[config.mk]
export PLATFORM = sky130hd
export DESIGN_NAME = arbitro_mux2x1
export DESIGN_NICKNAME = d
export VERILOG_FILES = /design/src/rtl/arbitro_mux2x1.sv
export SDC_FILE = /design/constraint.sdc
export NUM_CORES = 1
export LEC_CHECK = 0
export CAP_MARGIN = 40
export CORE_AREA = 5 5 46 48
export CTS_CLUSTER_SIZE = 40
export DETAILED_ROUTE_END_ITERATION = 12
export DIE_AREA = 0 0 51 53
export GPL_TIMING_DRIVEN = 0
export MAX_ROUTING_LAYER = met4
export PLACE_DENSITY_LB_ADDON = 0.25
export SKIP_CTS_REPAIR_TIMING = 1
export SYNTH_ARGS = -nofsm -noshare
export SYNTH_HDL_FRONTEND = slang
export SYNTH_SLANG_ARGS = --single-unit
[constraint.sdc]
create_clock -name clk -period 1.8 [get_ports clk]
set_input_delay 0.54 -clock clk [delete_from_list [all_inputs] [get_ports clk]]
set_output_delay 0.54 -clock clk [all_outputs]
set_load 0.03 [all_outputs]
[src/rtl/arbitro_mux2x1.sv]
// Two-requester arbiter that owns the select of a shared 2x1 mux.
// Round-robin tie break, bounded hold time, and a one-cycle dead gap between owners.
module arbitro_mux2x1 #(
  parameter int unsigned MAX_HOLD = 8
) (
  input  logic clk,
  input  logic rst_n,
  input  logic req_a,
  input  logic req_b,
  output logic gnt_a,
  output logic gnt_b,
  output logic sel,
  output logic busy,
  output logic prio
);

  typedef enum logic [1:0] {
    IDLE  = 2'd0,
    OWN_A = 2'd1,
    OWN_B = 2'd2,
    GAP   = 2'd3
  } state_t;

  localparam logic [7:0] LP_LAST = 8'(MAX_HOLD - 1);

  state_t     r_state;
  state_t     w_state_nxt;
  logic [7:0] r_cnt;
  logic [7:0] w_cnt_nxt;
  logic       r_gnt_a;
  logic       r_gnt_b;
  logic       r_sel;
  logic       r_busy;
  logic       r_prio;
  logic       w_gnt_a_nxt;
  logic       w_gnt_b_nxt;
  logic       w_sel_nxt;
  logic       w_busy_nxt;
  logic       w_prio_nxt;
  logic       w_expire;

  assign w_expire = (r_cnt == LP_LAST);

  // Next-state and next-output decode; outputs are computed one edge ahead and registered.
  always_comb begin
    w_state_nxt = r_state;
    w_cnt_nxt   = r_cnt;
    w_gnt_a_nxt = 1'b0;
    w_gnt_b_nxt = 1'b0;
    w_sel_nxt   = r_sel;
    w_prio_nxt  = r_prio;
    case (r_state)
      IDLE, GAP: begin
        w_cnt_nxt = 8'd0;
        if (req_a && (!req_b || !r_prio)) begin
          w_state_nxt = OWN_A;
          w_gnt_a_nxt = 1'b1;
          w_sel_nxt   = 1'b0;
          w_prio_nxt  = 1'b1;
        end else if (req_b) begin
          w_state_nxt = OWN_B;
          w_gnt_b_nxt = 1'b1;
          w_sel_nxt   = 1'b1;
          w_prio_nxt  = 1'b0;
        end else begin
          w_state_nxt = IDLE;
        end
      end
      OWN_A: begin
        // A release that coincides with expiry falls into the first branch.
        if (!req_a) begin
          w_state_nxt = GAP;
          w_cnt_nxt   = 8'd0;
        end else if (w_expire && req_b) begin
          w_state_nxt = GAP;
          w_cnt_nxt   = 8'd0;
        end else begin
          w_gnt_a_nxt = 1'b1;
          w_cnt_nxt   = w_expire ? 8'd0 : (r_cnt + 8'd1);
        end
      end
      OWN_B: begin
        if (!req_b) begin
          w_state_nxt = GAP;
          w_cnt_nxt   = 8'd0;
        end else if (w_expire && req_a) begin
          w_state_nxt = GAP;
          w_cnt_nxt   = 8'd0;
        end else begin
          w_gnt_b_nxt = 1'b1;
          w_cnt_nxt   = w_expire ? 8'd0 : (r_cnt + 8'd1);
        end
      end
      default: begin
        w_state_nxt = IDLE;
        w_cnt_nxt   = 8'd0;
      end
    endcase
    w_busy_nxt = w_gnt_a_nxt | w_gnt_b_nxt;
  end

  // State, hold counter and registered outputs; reset clears everything without a clock.
  always_ff @(posedge clk or negedge rst_n) begin
    if (!rst_n) begin
      r_state <= IDLE;
      r_cnt   <= 8'd0;
      r_gnt_a <= 1'b0;
      r_gnt_b <= 1'b0;
      r_sel   <= 1'b0;
      r_busy  <= 1'b0;
      r_prio  <= 1'b0;
    end else begin
      r_state <= w_state_nxt;
      r_cnt   <= w_cnt_nxt;
      r_gnt_a <= w_gnt_a_nxt;
      r_gnt_b <= w_gnt_b_nxt;
      r_sel   <= w_sel_nxt;
      r_busy  <= w_busy_nxt;
      r_prio  <= w_prio_nxt;
    end
  end

  assign gnt_a = r_gnt_a;
  assign gnt_b = r_gnt_b;
  assign sel   = r_sel;
  assign busy  = r_busy;
  assign prio  = r_prio;

endmodule

---- Word-level counts from Yosys, hierarchy flattened ----
Cells that the tools add are included.
word-level totals
  register bits ........................... 15
  input bits .............................. 4
  output and inout bits ................... 5
  logic and storage cells ................. 52
cells by class
  add/sub/neg operators ................... 1
  eq/ne operators ......................... 6
  muxes and demuxes ....................... 26
  bitwise operators ....................... 1
  reduce and logical (&&, ||, !) cells .... 11
operator list
  kind                                                 number
  2-to-1 mux 8 bit                                     5
  case mux 8 bit (3 select lines)                      1
  2-to-1 mux 2 bit                                     6
  2-to-1 mux 1 bit                                     11
  adder 8 x 1 -> 8 bit, second input constant          1
  equality test 8 x 3 -> 1 bit, second input constant  1
  != test 3 bit, second input constant                 2
  case mux 2 bit (3 select lines)                      1
  equality test 2 bit, second input constant           2
  case mux 1 bit (2 select lines)                      2
  AND reduction 2 bit                                  2
  logical AND 1 bit                                    3
  equality test 2 x 1 -> 1 bit, second input constant  1
  logical NOT 1 bit                                    2
  logical NOT 2 bit                                    1
  nonzero test 2 bit                                   1
  OR reduction 2 bit                                   1
  logical OR 1 bit                                     1
  bitwise OR 1 bit                                     1

---- Depth between registers and ports, before layout ----
Gate-level depths: netlist of run 1.
  word-level depth ........................ 6
  depth in mapped cells ................... 6
  gate-level depth less buffers ........... 6

---- Worst setup path before layout of run 1 ----
OpenSTA, ideal clock, no wires.
  path type ............................... flip-flop to flip-flop
  start point ............................. register r_cnt[0]
  end point ............................... register r_state[0]
  setup time .............................. 0.079 ns
  arrival time ............................ 1.312 ns
  data required time ...................... 1.721 ns
  path slack .............................. 0.408 ns
  cell stages (with the launch flop) ...... 6
  path buffers ............................ 0
  period minus slack after synthesis ...... 1.392 ns
  cells stage by stage .................... dfrtp_1 ha_1 and4bb_4 a31oi_4 nor2_2 mux2i_1
between the ends
  cells in the longest elaborated chain, start to end .. 4
  elaborated cells on any way between the ends .. 6
  classes of those cells .................. eq/ne (3); reduce/logical (3)
RTL lines
  element                               line    text
  from (decl)                           28      logic [7:0] r_cnt;
  from (signal assigned)                114     r_cnt <= w_cnt_nxt;
  equality test 8 x 3 -> 1 bit (*)      42      assign w_expire = (r_cnt == LP_LAST);
  logical AND 1 bit (on tied branches)  86, 74
  != test 3 bit (no line)               -
  AND reduction 2 bit (no line) (*)     -
  to (signal assigned)                  113     r_state <= w_state_nxt;
  to (decl)                             26      state_t r_state;
Mark *: on every way between the ends. The rest lies on a longest branch, timed or not.
A chain may end at the register's enable or synchronous reset.

---- Final worst setup path of run 1 ----
  start point ............................. input req_b
  end point ............................... register r_cnt[6]
between the ends
  cells in the longest elaborated chain, start to end .. 4
  elaborated cells on any way between the ends .. 5
  classes of those cells .................. mux (4); reduce/logical (1)
RTL lines
  element                              line  text
  from (decl)                          9     input logic req_b,
  logical AND 1 bit                    74    end else if (w_expire && req_b) begin
  2-to-1 mux 8 bit                     74
  2-to-1 mux 8 bit                     71    if (!req_a) begin
  case mux 8 bit (3 select lines) (*)  52    case (r_state)
  net w_cnt_nxt[6]                     29    logic [7:0] w_cnt_nxt;
The timed path passes the listed nets; every way through them passes the cells marked *.

==> impl_metrics.tcl, run 1 <==
set metrics [dict create \
    hp-class "flop to flop" \
    avgRoutedWirePerCell_um 13.30 \
    status "complete, no violations" \
    ys_seq_area_share_pct 48.78 \
    grt_max_degree 16 \
    routed_wl_um 1290 \
    ios 9 \
    r2r_setup_slack_ns 0.27 \
    final_cells 97 \
    holdCritStartpoint "r_cnt[0]$_DFF_PN0_" \
    tightest_slew_ns 0.6579 \
    place_hpwl_um 946.4 \
    antenna_found_initial 0 \
    hold_viol 0 \
    path_max_fanout 7 \
    drc_errors 0 \
    cts_buffers 3 \
    synth_fp_nets 76 \
    critical_path_class "input pin to flop" \
    clockBufferDepth 2 \
    grt_usage_pct 12.33 \
    die_y_um 53 \
    powerDensity_nw_per_um2 1369 \
    dpl.cell_count 93 \
    syn-cell-area_sq_um 769.5 \
    drv_slew 0 \
    timing.max_cap.violations 0 \
    setup_viol 0 \
    htreeDepth 1 \
    grt_pass1_vias 521 \
    holdWs_ns 0.5112 \
    skew_ns 0.01030 \
    root_buffer "clkbuf_4" \
    worstSetupStartpointType "input pin" \
    hold-path-endpoint "r_cnt[0]$_DFF_PN0_" \
    drt_iter0_drc 7 \
    rsz0062_at_grt "false" \
    placed_cell_area_sq_um 870.8 \
    initial_utilization_pct 46.07 \
    final_area_sq_um 909.6 \
    synth.avg_cell_area_sq_um 11.32 \
    layout_min_cycle_time_ns 1.624 \
    end_kind "flop" \
    clkSinkCount 15 \
    rows 15 \
    fin_nets 89 \
    crit_required_ns 2.02 \
    fmax_mhz 615.7 \
    p_leak_nw 0.4583 \
    slew_headroom_pct 56.00 \
    power.total_mw 1.245 \
    vias 517 \
    via_per_inst 5.330 \
    synthDistinctLibCells 24 \
    tns_ns 0 \
    clk_pin_slew_worst_paths_ns 0.09 \
    vdd_ir_drop_max_uv 666.4 \
    placeableCoreArea_sq_um 1670 \
    drive_gt1_share_pct 18.75 \
    hold_depth 1 \
    ys_ff_latch 15 \
    cts_tree "yes" \
    overflow 0 \
    reg2reg_depth 5 \
    grt_pass1_wl_um 2339 \
    critPathArrivalTime_ns 1.85 \
    reg2reg_to "r_state[1]$_DFFE_PN0P_" \
    detail-route-antenna-nets 0 \
    finalCritPeriodShare_pct 90.23 \
    insertion_delay_ns 0.29 \
    drt_pre_antenna_iters 4 \
    gp_congestion 0.8259 \
    die_w_um 51 \
    worstReg2RegStart "r_cnt[0]$_DFF_PN0_" \
    ys_warn_count 0 \
    syn-instance-count 68 \
    areaGrowthSynthToFinish_pct 18.21 \
    num_antenna_cells 0 \
    fp.dieArea_sq_um 2703 \
    port_buffers 8 \
]
-- stage by stage --
step,utilization (%),setup slack (ns)
finish,54.46,0.1759
global route,54.46,0.1106
CTS,53.71,-0.1360
detailed placement,52.13,-0.1324
global placement,52.13,-0.08724
floorplan,-,0.4084
-- synth_stat cells (all sizes together) --
cell     n  share of area (%)
xor2     5                5.7
a21boi   2                2.0
mux2i    2                2.6
a31oi    4                6.0
xnor2    1                1.1
and4bb   1                2.1
or2b     1               0.98
nor3     1                2.1
o22ai    1               0.81
ha       4                6.5
a21oi    2                1.3
a21o     2                2.9
nor2    13                8.0
and3     3                2.6
inv      3                1.5
nand3    5                3.3
nand2    3                1.8
dfrtp   15                 49
-- how the worst max path moves through the flow --
stage / from / end / slack (ns) / depth (start not counted)
floorplan: r_cnt[0]$_DFF_PN0_ / r_state[0]$_DFFE_PN0P_ / 0.41 / 5
global placement: req_a / r_cnt[6]$_DFF_PN0_ / -0.09 / 5
global route: req_b / r_cnt[6]$_DFF_PN0_ / 0.11 / 5
detailed placement: req_b / r_cnt[6]$_DFF_PN0_ / -0.13 / 5
CTS: prio$_DFFE_PN0P_ / prio / -0.14 / 1
finish: req_b / r_cnt[6]$_DFF_PN0_ / 0.18 / 5
-- cells in the final DEF (no fill, tap or decap) --
cell / instances
a21boi_0: 2
inv_1: 3
and3_2: 1
ha_1: 4
and4bb_4: 1
nand2_1: 2
a21o_1: 1
xnor2_1: 1
xor2_1: 5
clkdlybuf4s50_1: 3
a21o_4: 1
dlymetal6s2s_1: 5
and3_1: 2
clkbuf_1: 1
o22ai_1: 1
dfrtp_1: 15
or2b_1: 1
clkbuf_4: 3
nor3_4: 1
nand2_2: 1
nor2_2: 5
a31oi_2: 1
a31oi_4: 1
nand3_1: 5
nor2_1: 8
a21oi_1: 2
a31oi_1: 2
mux2i_1: 2
-- cells by family after synthesis --
| family | count (synthesis) | synth area share (%) |
|---|---|---|
| simple gates | 27 | 20.82 |
| flops | 15 | 48.78 |
| compound gates | 11 | 13.01 |
| buf+inv | 3 | 1.463 |
| fa+ha+maj | 4 | 6.504 |
| mux | 2 | 2.602 |
| xor+xnor | 6 | 6.829 |
-- worst max-delay path, cell delays in order --
cell and delay (ns):
clkdlybuf4s50_1 0.62, nand2_2 0.12, a21o_1 0.23, a21o_4 0.23, nor2_1 0.12
-- registers in the layout (all words and copies together) (netlist names) --
register,count
gnt_a,1
busy,1
r_cnt,8
gnt_b,1
sel,1
r_state,2
prio,1
-- per-layer routing --
| metal | global-route usage [%] | up-vias | wire length [um] | share of wire [%] |
|---|---|---|---|---|
| li1 | - | 259 | - | - |
| met1 | 13.68 | 241 | 566 | 44 |
| met2 | 19.10 | 10 | 609 | 47 |
| met3 | 4.225 | 7 | 69 | 5.3 |
| met4 | 7.623 | 0 | 44 | 3.4 |
| met5 | - | - | 0 | 0 |
-- report_power, final --
group | total (mW) | switching (mW) | internal (mW) | leakage [nW]
logic | 0.579 | 0.339 | 0.240 | 0.249
clock network | 0.194 | 0.108 | 0.0862 | 0.0150
registers | 0.472 | 0.0499 | 0.423 | 0.194
-- layout make-up --
| class | count | area, sq um |
|---|---|---|
| fillers | 146 | 760.7 |
| multi-input cells | 50 | 382.9 |
| flip-flops and latches | 15 | 375.4 |
| repair buffers | 8 | 92.59 |
| clock buffers | 4 | 26.28 |
| well taps | 17 | 21.27 |
| inverters | 3 | 11.26 |
(Power assumes the default switching activity.)
==> run 2, diff against run 1 <==
==> constraint.sdc (replaced) <==
create_clock -name clk -period 1.8 [get_ports clk]
set_input_delay 0.54 -clock clk [delete_from_list [all_inputs] [get_ports clk]]
set_output_delay 0.54 -clock clk [all_outputs]
set_load 0.01 [all_outputs]
==> impl_metrics.tcl, run 2 (synthesized netlist as in run 1, its figures left out) <==
set metrics [dict create \
    port_buffers 8 \
    placed_cell_area_sq_um 870.8 \
    crit_chain "clkdlybuf4s50_1" \
    largest_reg_flops 8 \
    slowest_delay_ns 0.54 \
    worstSetupStartpointType "flop" \
    critical_path_class "flop to primary output" \
    reg.largest.list "r_cnt: 8 flops, r_state: 2 flops" \
    skew_ns 0.009872 \
    areaGrowthSynthToFinish_pct 17.89 \
    path_delay_family "buffers and inverters" \
    p_int_mw 0.7676 \
    slew_headroom_pct 56.25 \
    drt_pre_antenna_iters 3 \
    clk_pin_slew_worst_paths_ns 0.09 \
    die_w_um 51 \
    rows 15 \
    p_seq_share_pct 39.7 \
    drc_errors 0 \
    placeableCoreArea_sq_um 1670 \
    top_layer "met4" \
    layout_commonest_cell "dfrtp_1" \
    hold_viol 0 \
    clockBufferDepth 2 \
    grt_pass1_vias 521 \
    regMostFlops "r_cnt" \
    power.total_mw 1.195 \
    critPathArrivalTime_ns 1.18 \
    routed_wl_um 1322 \
    detail-route-antenna-nets 0 \
    layout_min_cycle_time_ns 1.722 \
    antenna_found_initial 0 \
    htreeDepth 1 \
    crit_slowest_cell "clkdlybuf4s50_1" \
    rsz0062_at_grt "false" \
    cts_buffers 3 \
    ios 9 \
    reg2reg_depth 5 \
    grt_max_degree 16 \
    timing.max_cap.violations 0 \
    drt-met1-wl_um 575 \
    clkSinkCount 15 \
    finalCritPeriodShare_pct 95.69 \
    layout_common_cells "15 x dfrtp_1, 8 x nor2_1, 7 x clkdlybuf4s50_1" \
    vdd_ir_drop_max_uv 752.5 \
    p_clk_share_pct 16.2 \
    p_leak_nw 0.4146 \
    fin_nets 90 \
    status "complete, no violations" \
    avgRoutedWirePerCell_um 13.49 \
    wl_met3_um 64 \
    final_util_pct 54.31 \
    insertion_delay_ns 0.29 \
    final_area_sq_um 907.1 \
    overflow 0 \
    swShare_pct 35.76 \
    hp-class "flop to flop" \
    setup_viol 0 \
    wl_met2_um 642 \
    crit_required_ns 1.26 \
    grt_usage_pct 12.33 \
    fillerInstances 148 \
    root_buffer "clkbuf_4" \
    via_per_inst 5.276 \
    fp.dieArea_sq_um 2703 \
    cts_tree "yes" \
    power_switching_mw 0.4272 \
    die_y_um 53 \
    num_antenna_cells 0 \
    drv_slew 0 \
    vias 517 \
    path_max_fanout 2 \
    gp_congestion 0.8259 \
    drive_gt1_share_pct 19.75 \
    hold_depth 1 \
    r2r_setup_slack_ns 0.27 \
    holdWs_ns 0.5116 \
    comb_power_share_pct 44.2 \
    tightest_slew_ns 0.6542 \
    powerDensity_nw_per_um2 1317 \
    crit_buf_inv 1 \
    place_hpwl_um 946.4 \
    fmax_mhz 580.6 \
    drt_iter0_drc 4 \
    end_kind "primary output" \
    path_depth 1 \
    initial_utilization_pct 46.07 \
    grt_pass1_wl_um 2339 \
]
[run 2: changes by cell type in the layout (fill, tap and decap cells not counted), sizes merged]
cell	before	now
buf	0	1
dlymetal6s2s	5	1
clkdlybuf4s50	3	7
[run 2: power by group through the flow]
stage | logic (mW) | registers (mW) | clock network (mW)
after CTS | 0.514 | 0.475 | 0.205
final | 0.528 | 0.474 | 0.193
after detailed placement | 0.510 | 0.483 | 0
after global placement | 0.505 | 0.481 | 0
after global routing | 0.584 | 0.488 | 0.215
after floorplan | 0.307 | 0.503 | 0
[run 2: metrics by stage]
step                instances  setup WS (ns)  setup TNS [ns]
floorplan                  68         0.4084               0
global placement           93       -0.08724         -0.4414
detailed placement         93        -0.1324         -0.4990
CTS                        97      -0.001550       -0.001550
global route               98        0.05087               0
finish                     98        0.07750               0
[run 2: area by class of cell]
cell class | count | area (sq um) | area share, %
Multi-Input combinational cell | 50 | 382.9 | 42.21
Sequential cell | 15 | 375.4 | 41.38
Timing Repair Buffer | 9 | 90.09 | 9.931
Clock buffer | 4 | 26.28 | 2.897
Tap cell | 17 | 21.27 | 2.345
Inverter | 3 | 11.26 | 1.241
[run 2: metal layers]
metal / up-vias / track usage [%]
met3: 7 / 4.225
li1: 261 / -
met4: 0 / 7.623
met2: 10 / 19.10
met1: 239 / 13.68
met5: - / -
[run 2: worst paths after layout]
path / startpoint / to
max: sel$_DFFE_PN0P_ / sel
min in group asynchronous: rst_n / r_state[0]$_DFFE_PN0P_
min: r_cnt[0]$_DFF_PN0_ / r_cnt[0]$_DFF_PN0_
max reg2reg: r_cnt[0]$_DFF_PN0_ / r_state[1]$_DFFE_PN0P_
min reg2reg: r_cnt[0]$_DFF_PN0_ / r_cnt[0]$_DFF_PN0_
max in group asynchronous: rst_n / r_cnt[1]$_DFF_PN0_
